## src/rtl/regfile_wport_if.sv

```systemverilog
// Write-port bundle between the two writeback requesters, the arbiter and the
// register file. The arbiter uses the slave view; the environment uses master.
interface regfile_wport_if #(
  parameter int DATA_W = 32,
  parameter int ADDR_W = 5,
  parameter int CNT_W  = 8
);
  logic              req_0;
  logic [ADDR_W-1:0] addr_0;
  logic [DATA_W-1:0] data_0;
  logic              req_1;
  logic [ADDR_W-1:0] addr_1;
  logic [DATA_W-1:0] data_1;
  logic              grant_0;
  logic              grant_1;
  logic              sel;
  logic              wr_en;
  logic [ADDR_W-1:0] wr_addr;
  logic [DATA_W-1:0] wr_data;
  logic              wr_ready;
  logic [CNT_W-1:0]  conflict_cnt;

  modport master (
    output req_0, addr_0, data_0, req_1, addr_1, data_1, wr_ready,
    input  grant_0, grant_1, sel, wr_en, wr_addr, wr_data, conflict_cnt
  );

  modport slave (
    input  req_0, addr_0, data_0, req_1, addr_1, data_1, wr_ready,
    output grant_0, grant_1, sel, wr_en, wr_addr, wr_data, conflict_cnt
  );
endinterface

```

## src/rtl/regfile_wport_arbiter.sv

```systemverilog
// Round-robin arbiter sharing the register-file write port between ALU
// writeback (requester 0) and load writeback (requester 1). The winning write
// lands in a one-entry output stage that holds under regfile back-pressure.
// Writes to register $0 are consumed without reaching the regfile.
module regfile_wport_arbiter #(
  parameter int DATA_W = 32,
  parameter int ADDR_W = 5,
  parameter int CNT_W  = 8
) (
  input logic             clk,
  input logic             rst_n,
  regfile_wport_if.slave  bus
);

  typedef enum logic {IDLE, HOLD} state_t;

  state_t            state_q, state_d;
  logic              last_q;
  logic              grant_0, grant_1;
  logic              can_accept;
  logic              win_sel;
  logic [ADDR_W-1:0] win_addr;
  logic [DATA_W-1:0] win_data;
  logic [ADDR_W-1:0] addr_p0;
  logic [DATA_W-1:0] data_p0;
  logic              sel_p0;
  logic [CNT_W-1:0]  cnt_q;

  function automatic logic [CNT_W-1:0] sat_inc(input logic [CNT_W-1:0] v);
    return (&v) ? v : v + 1'b1;
  endfunction

  assign can_accept = (state_q == IDLE) || bus.wr_ready;
  assign win_sel    = grant_1;
  assign win_addr   = grant_1 ? bus.addr_1 : bus.addr_0;
  assign win_data   = grant_1 ? bus.data_1 : bus.data_0;

  // Grant selection (round-robin on contention) and next FSM state.
  always_comb begin
    grant_0 = 1'b0;
    grant_1 = 1'b0;
    state_d = state_q;
    if (rst_n && can_accept) begin
      if (bus.req_0 && bus.req_1) begin
        if (last_q) grant_0 = 1'b1;
        else        grant_1 = 1'b1;
      end else if (bus.req_0) begin
        grant_0 = 1'b1;
      end else if (bus.req_1) begin
        grant_1 = 1'b1;
      end
    end
    if (grant_0 || grant_1) begin
      state_d = (win_addr != '0) ? HOLD : IDLE;
    end else if ((state_q == HOLD) && bus.wr_ready) begin
      state_d = IDLE;
    end
  end

  // FSM state register; reset drops any pending write immediately.
  always_ff @(posedge clk or negedge rst_n) begin
    if (!rst_n) state_q <= IDLE;
    else        state_q <= state_d;
  end

  // Output stage capture and last-grant pointer, updated only on granting edges.
  always_ff @(posedge clk or negedge rst_n) begin
    if (!rst_n) begin
      addr_p0 <= '0;
      data_p0 <= '0;
      sel_p0  <= 1'b0;
      last_q  <= 1'b1;
    end else if (grant_0 || grant_1) begin
      addr_p0 <= win_addr;
      data_p0 <= win_data;
      sel_p0  <= win_sel;
      last_q  <= win_sel;
    end
  end

  // Contention counter: every edge with both requests high, saturating.
  always_ff @(posedge clk or negedge rst_n) begin
    if (!rst_n)                       cnt_q <= '0;
    else if (bus.req_0 && bus.req_1)  cnt_q <= sat_inc(cnt_q);
  end

  assign bus.grant_0      = grant_0;
  assign bus.grant_1      = grant_1;
  assign bus.wr_en        = (state_q == HOLD);
  assign bus.wr_addr      = addr_p0;
  assign bus.wr_data      = data_p0;
  assign bus.sel          = sel_p0;
  assign bus.conflict_cnt = cnt_q;

endmodule

```

## src/flat_wrapper.sv

```systemverilog
// flat-port wrapper written by rule: the top's interface ports become plain ports
module regfile_wport_arbiter_flat 
#(
  parameter int DATA_W = 32,
  parameter int ADDR_W = 5,
  parameter int CNT_W  = 8
)
  (clk, rst_n, bus_req_0, bus_addr_0, bus_data_0, bus_req_1, bus_addr_1, bus_data_1, bus_wr_ready, bus_grant_0, bus_grant_1, bus_sel, bus_wr_en, bus_wr_addr, bus_wr_data, bus_conflict_cnt);
  regfile_wport_if #(.DATA_W(DATA_W), .ADDR_W(ADDR_W), .CNT_W(CNT_W)) bus_i ();
  input logic clk;
  input logic rst_n;
  input wire logic [$bits(bus_i.req_0)-1:0] bus_req_0;
  input wire logic [$bits(bus_i.addr_0)-1:0] bus_addr_0;
  input wire logic [$bits(bus_i.data_0)-1:0] bus_data_0;
  input wire logic [$bits(bus_i.req_1)-1:0] bus_req_1;
  input wire logic [$bits(bus_i.addr_1)-1:0] bus_addr_1;
  input wire logic [$bits(bus_i.data_1)-1:0] bus_data_1;
  input wire logic [$bits(bus_i.wr_ready)-1:0] bus_wr_ready;
  output wire logic [$bits(bus_i.grant_0)-1:0] bus_grant_0;
  output wire logic [$bits(bus_i.grant_1)-1:0] bus_grant_1;
  output wire logic [$bits(bus_i.sel)-1:0] bus_sel;
  output wire logic [$bits(bus_i.wr_en)-1:0] bus_wr_en;
  output wire logic [$bits(bus_i.wr_addr)-1:0] bus_wr_addr;
  output wire logic [$bits(bus_i.wr_data)-1:0] bus_wr_data;
  output wire logic [$bits(bus_i.conflict_cnt)-1:0] bus_conflict_cnt;
  assign bus_i.req_0 = bus_req_0;
  assign bus_i.addr_0 = bus_addr_0;
  assign bus_i.data_0 = bus_data_0;
  assign bus_i.req_1 = bus_req_1;
  assign bus_i.addr_1 = bus_addr_1;
  assign bus_i.data_1 = bus_data_1;
  assign bus_i.wr_ready = bus_wr_ready;
  assign bus_grant_0 = bus_i.grant_0;
  assign bus_grant_1 = bus_i.grant_1;
  assign bus_sel = bus_i.sel;
  assign bus_wr_en = bus_i.wr_en;
  assign bus_wr_addr = bus_i.wr_addr;
  assign bus_wr_data = bus_i.wr_data;
  assign bus_conflict_cnt = bus_i.conflict_cnt;
  regfile_wport_arbiter #(.DATA_W(DATA_W), .ADDR_W(ADDR_W), .CNT_W(CNT_W)) u_core (.clk(clk), .rst_n(rst_n), .bus(bus_i));
endmodule
```

## config.mk

```make
export PLATFORM = sky130hd
export DESIGN_NAME = regfile_wport_arbiter_flat
export DESIGN_NICKNAME = d
export VERILOG_FILES = /design/src/rtl/regfile_wport_if.sv /design/src/rtl/regfile_wport_arbiter.sv /design/src/flat_wrapper.sv
export SDC_FILE = /design/constraint.sdc
export NUM_CORES = 1
export LEC_CHECK = 0
export BUFFER_PORTS_ARGS = -buffer_cell sky130_fd_sc_hd__buf_4
export CORE_MARGIN = 3
export CORE_UTILIZATION = 40
export CTS_BUF_LIST = sky130_fd_sc_hd__clkbuf_4
export DETAILED_ROUTE_END_ITERATION = 8
export GPL_TIMING_DRIVEN = 0
export PLACE_DENSITY = 0.73
export SLEW_MARGIN = 10
export SYNTH_ARGS = -nofsm -noshare
export SYNTH_HDL_FRONTEND = slang
export SYNTH_SLANG_ARGS = --single-unit
```

## constraint.sdc

```tcl
create_clock -name clk -period 2.7 [get_ports clk]
set_input_delay 0.135 -clock clk [delete_from_list [all_inputs] [get_ports clk]]
set_output_delay 0.135 -clock clk [all_outputs]
set_load 0.1 [all_outputs]
```

==> impl_results.md <==
* Worst Path Arrival at 1.93 ns
* Top cells by area, synth: dfrtp_1, mux2i_1, nand2_1
* Die height at 82.3 um
* Final Max Slew Viols at 0
* Largest net degree at the start of global routing at 53
* Share of cells above drive strength 1 at 43.3%
* CTS Buffer Depth at 2
* Mapped cell area at 0.00233 mm^2
* Clock Pin Slew Worst Setup and Hold Paths at 0.13 ns
* Largest fanout on the critical path at 52
* Final WL at 5950 um
* # IOs at 128
* # Post-CTS Setup Buffers at 0
* Register area share after synthesis at 51.6%
* Minimum clock period at 2.07 ns
* Vias/cell at 4.87
* Number of flops mapped to enable cells by yosys at 0
* Status: finished, final reports clean
* Pwr dens at 901 mW/mm^2
* Final nets at 433
* Port-buffer cells at 127
* Synth warn at 0
* Initial core utilization at 41.8%
* Via count at 2071
* Antenna cells at 0
* DP Area at 0.00337 mm^2
* Drt first pass iters at 4
* Largest area contributor in the netlist: dfrtp_1
* First-pass GRT wire length at 9160 um
* Worst Setup Path Type: primary input to primary output
* Area of the multi-input gates at 0.00101 mm^2
* Synthesized instance count at 218
* Rel. slew slack at 57.5%
* Rows at 27
* Max-Cap Viols at 0
* Yosys cell types at 34
* Global route overflow at 0
* F_max at 0.484 GHz
* Clock sink count at 48
* Static leakage at 1.76 nW
* TritonCTS clock tree: yes
* Final Hold Viols at 0
* Final instance area at 0.00343 mm^2
* Vias in the first global route at 1969
* RSZ-0062 raised after global routing: false
* R2R Setup Slk at 1.17 ns
* Initial DRC Count at 45
* Setup crit end kind: primary output
* CTS root buf: clkbuf_4
* Die X at 82.3 um
* Remaining antenna violation count at 0
* WL per Instance at 14.0 um
* Post-synthesis async set-or-reset flop share at 100%
* Peak VDD IR at 911 uV
* Syn avg cell area at 10.7 um^2
* Global-route usage over all layers at 17.6%
* Worst min path class: primary input to register
* Total CTS buffers at 5
* H-tree levels at 2
* Register area at 0.00120 mm^2
* Final setup viols at 0
* Post-synth top area share at 50.5%
* Gpl congestion at 0.719
* Measured slew at the worst slew-check pin at 0.638 ns
* Initial antenna violation count at 0
* Clk Latency, worst-skew pair at 0.35 ns
* DRC viols at 0
* Core ar. at 0.00557 mm^2
* WP data required at 2.57 ns
* FILL cells at 500
* Final period util at 76.5%
* Hpwl dp at 4580 um
* Main synth FF type: dfrtp_1
* Setup_tns at 0 ns
* Post-synthesis sequential element count at 48
* Die area at 0.00678 mm^2
* Fin Clk Skew at 0.00749 ns
* Mapped Nets at 298
* Area Growth Syn to Fin at 47.4%
* Crit start category: primary input
==> what timing repair did <==
| item | CTS | global route |
|---|---|---|
| hold buffers | 1 | 0 |
| endpoints found under the hold margin | 47 | 0 |
| gates resized for setup | 0 | 0 |
==> placed cells by master, fill, tap and decap left out, drive strengths merged <==
cell type,instances
o21ai,38
a21oi,2
mux2,2
a221oi,1
a21o,2
nand4,1
clkinv,1
buf,137
a31oi,1
dlygate4sd3,1
mux2i,38
dfstp,1
nand2b,2
nand2,44
and4,2
nor3b,1
nor2,5
inv,1
xnor2,3
o211ai,1
nor3,1
nor4,1
a21boi,1
and3,2
dfrtp,47
ha,1
xor2,1
nand3,5
o2111a,1
clkbuf,9
==> through the flow <==
| step | hold slack (ns) | power (mW) | std cells | worst slack [ns] | utilization, % |
|---|---|---|---|---|---|
| floorplan | -0.161 | 2.36 | 218 | 0.577 | - |
| global placement | 0.202 | 2.78 | 417 | 0.956 | 60.5 |
| detailed placement | 0.202 | 2.80 | 417 | 0.932 | 60.5 |
| CTS | 0.0320 | 3.12 | 425 | 0.602 | 61.6 |
| global route | 0.0208 | 3.24 | 425 | 0.510 | 61.6 |
| finish | 0.0405 | 3.09 | 425 | 0.633 | 61.6 |
==> flip-flops by register name (all words and copies together), names as in the netlist <==
signal / flops
u_core.bus.conflict_cnt: 8
u_core.last_q: 1
u_core.bus.wr_en: 1
u_core.bus.wr_data: 32
u_core.bus.sel: 1
u_core.bus.wr_addr: 5
==> worst max-delay path, cell delays in order <==
cell and delay [ns]:
dlygate4sd3_1 0.52, buf_4 0.50, and3_1 0.25, buf_2 0.16
buf_4 0.31
==> kinds of logic (layout without fill, tap and decap cells) <==
logic type / count (synthesis) / in the layout / share of synthesized area (%)
AND/OR/NAND/NOR: 64 / 64 / 11.9
flip-flops: 48 / 48 / 51.6
AO/OA/AOI/OAI: 47 / 47 / 11.9
multiplexers: 40 / 40 / 17.3
buffers and inverters: 14 / 149 / 5.21
XOR/XNOR: 4 / 4 / 1.50
adder cells (fa/ha/maj): 1 / 1 / 0.537
==> layer usage <==
| layer | GRT usage [%] | part of all wire (%) | up-vias |
|---|---|---|---|
| met5 | 0 | 0 | - |
| li1 | - | - | 1027 |
| met3 | 4.99 | 8.7 | 6 |
| met1 | 22.8 | 41 | 961 |
| met4 | 4.49 | 1.1 | 0 |
| met2 | 28.9 | 49 | 77 |
==> synthesized netlist by cell type (3+ instances only) <==
library cell and n:
buf_12 3, buf_2 4, clkbuf_1 3, dfrtp_1 47, mux2i_1 38, nand2_1 44
nand3_1 5, nor2_1 5, o21ai_0 8, o21ai_1 27, o21ai_2 3, xnor2_1 3
==> path summary, 6_finish.rpt <==
path | from | endpoint | depth (start not counted)
setup / recovery | rst_n | bus_grant_1 | 5
hold / removal | bus_data_0[25] | u_core.bus.wr_data[25] | 3
setup reg to reg | u_core.bus.wr_en | u_core.bus.wr_data[28] | 6
hold reg to reg | u_core.bus.wr_data[8] | u_core.bus.wr_data[8] | 2
max in group asynchronous | rst_n | u_core.bus.wr_data[2] | 2
min in group asynchronous | rst_n | u_core.bus.conflict_cnt[6] | 2
==> layout make-up <==
cell class,instances,area share [%]
clock inverters,1,0.146
inverters,1,0.109
multi-input cells,156,29.3
flip-flops and latches,48,35.0
plain buffers,13,3.43
well taps,72,2.62
repair buffers,128,28.1
clock buffers,6,1.31
==> power by group <==
group	switching [mW]	internal, mW	leakage [nW]
logic	1.37	0.420	1.14
clock network	0.213	0.106	0.0315
registers	0.116	0.869	0.593
total	1.70	1.39	1.76
Power figures use the tool's default switching activity.
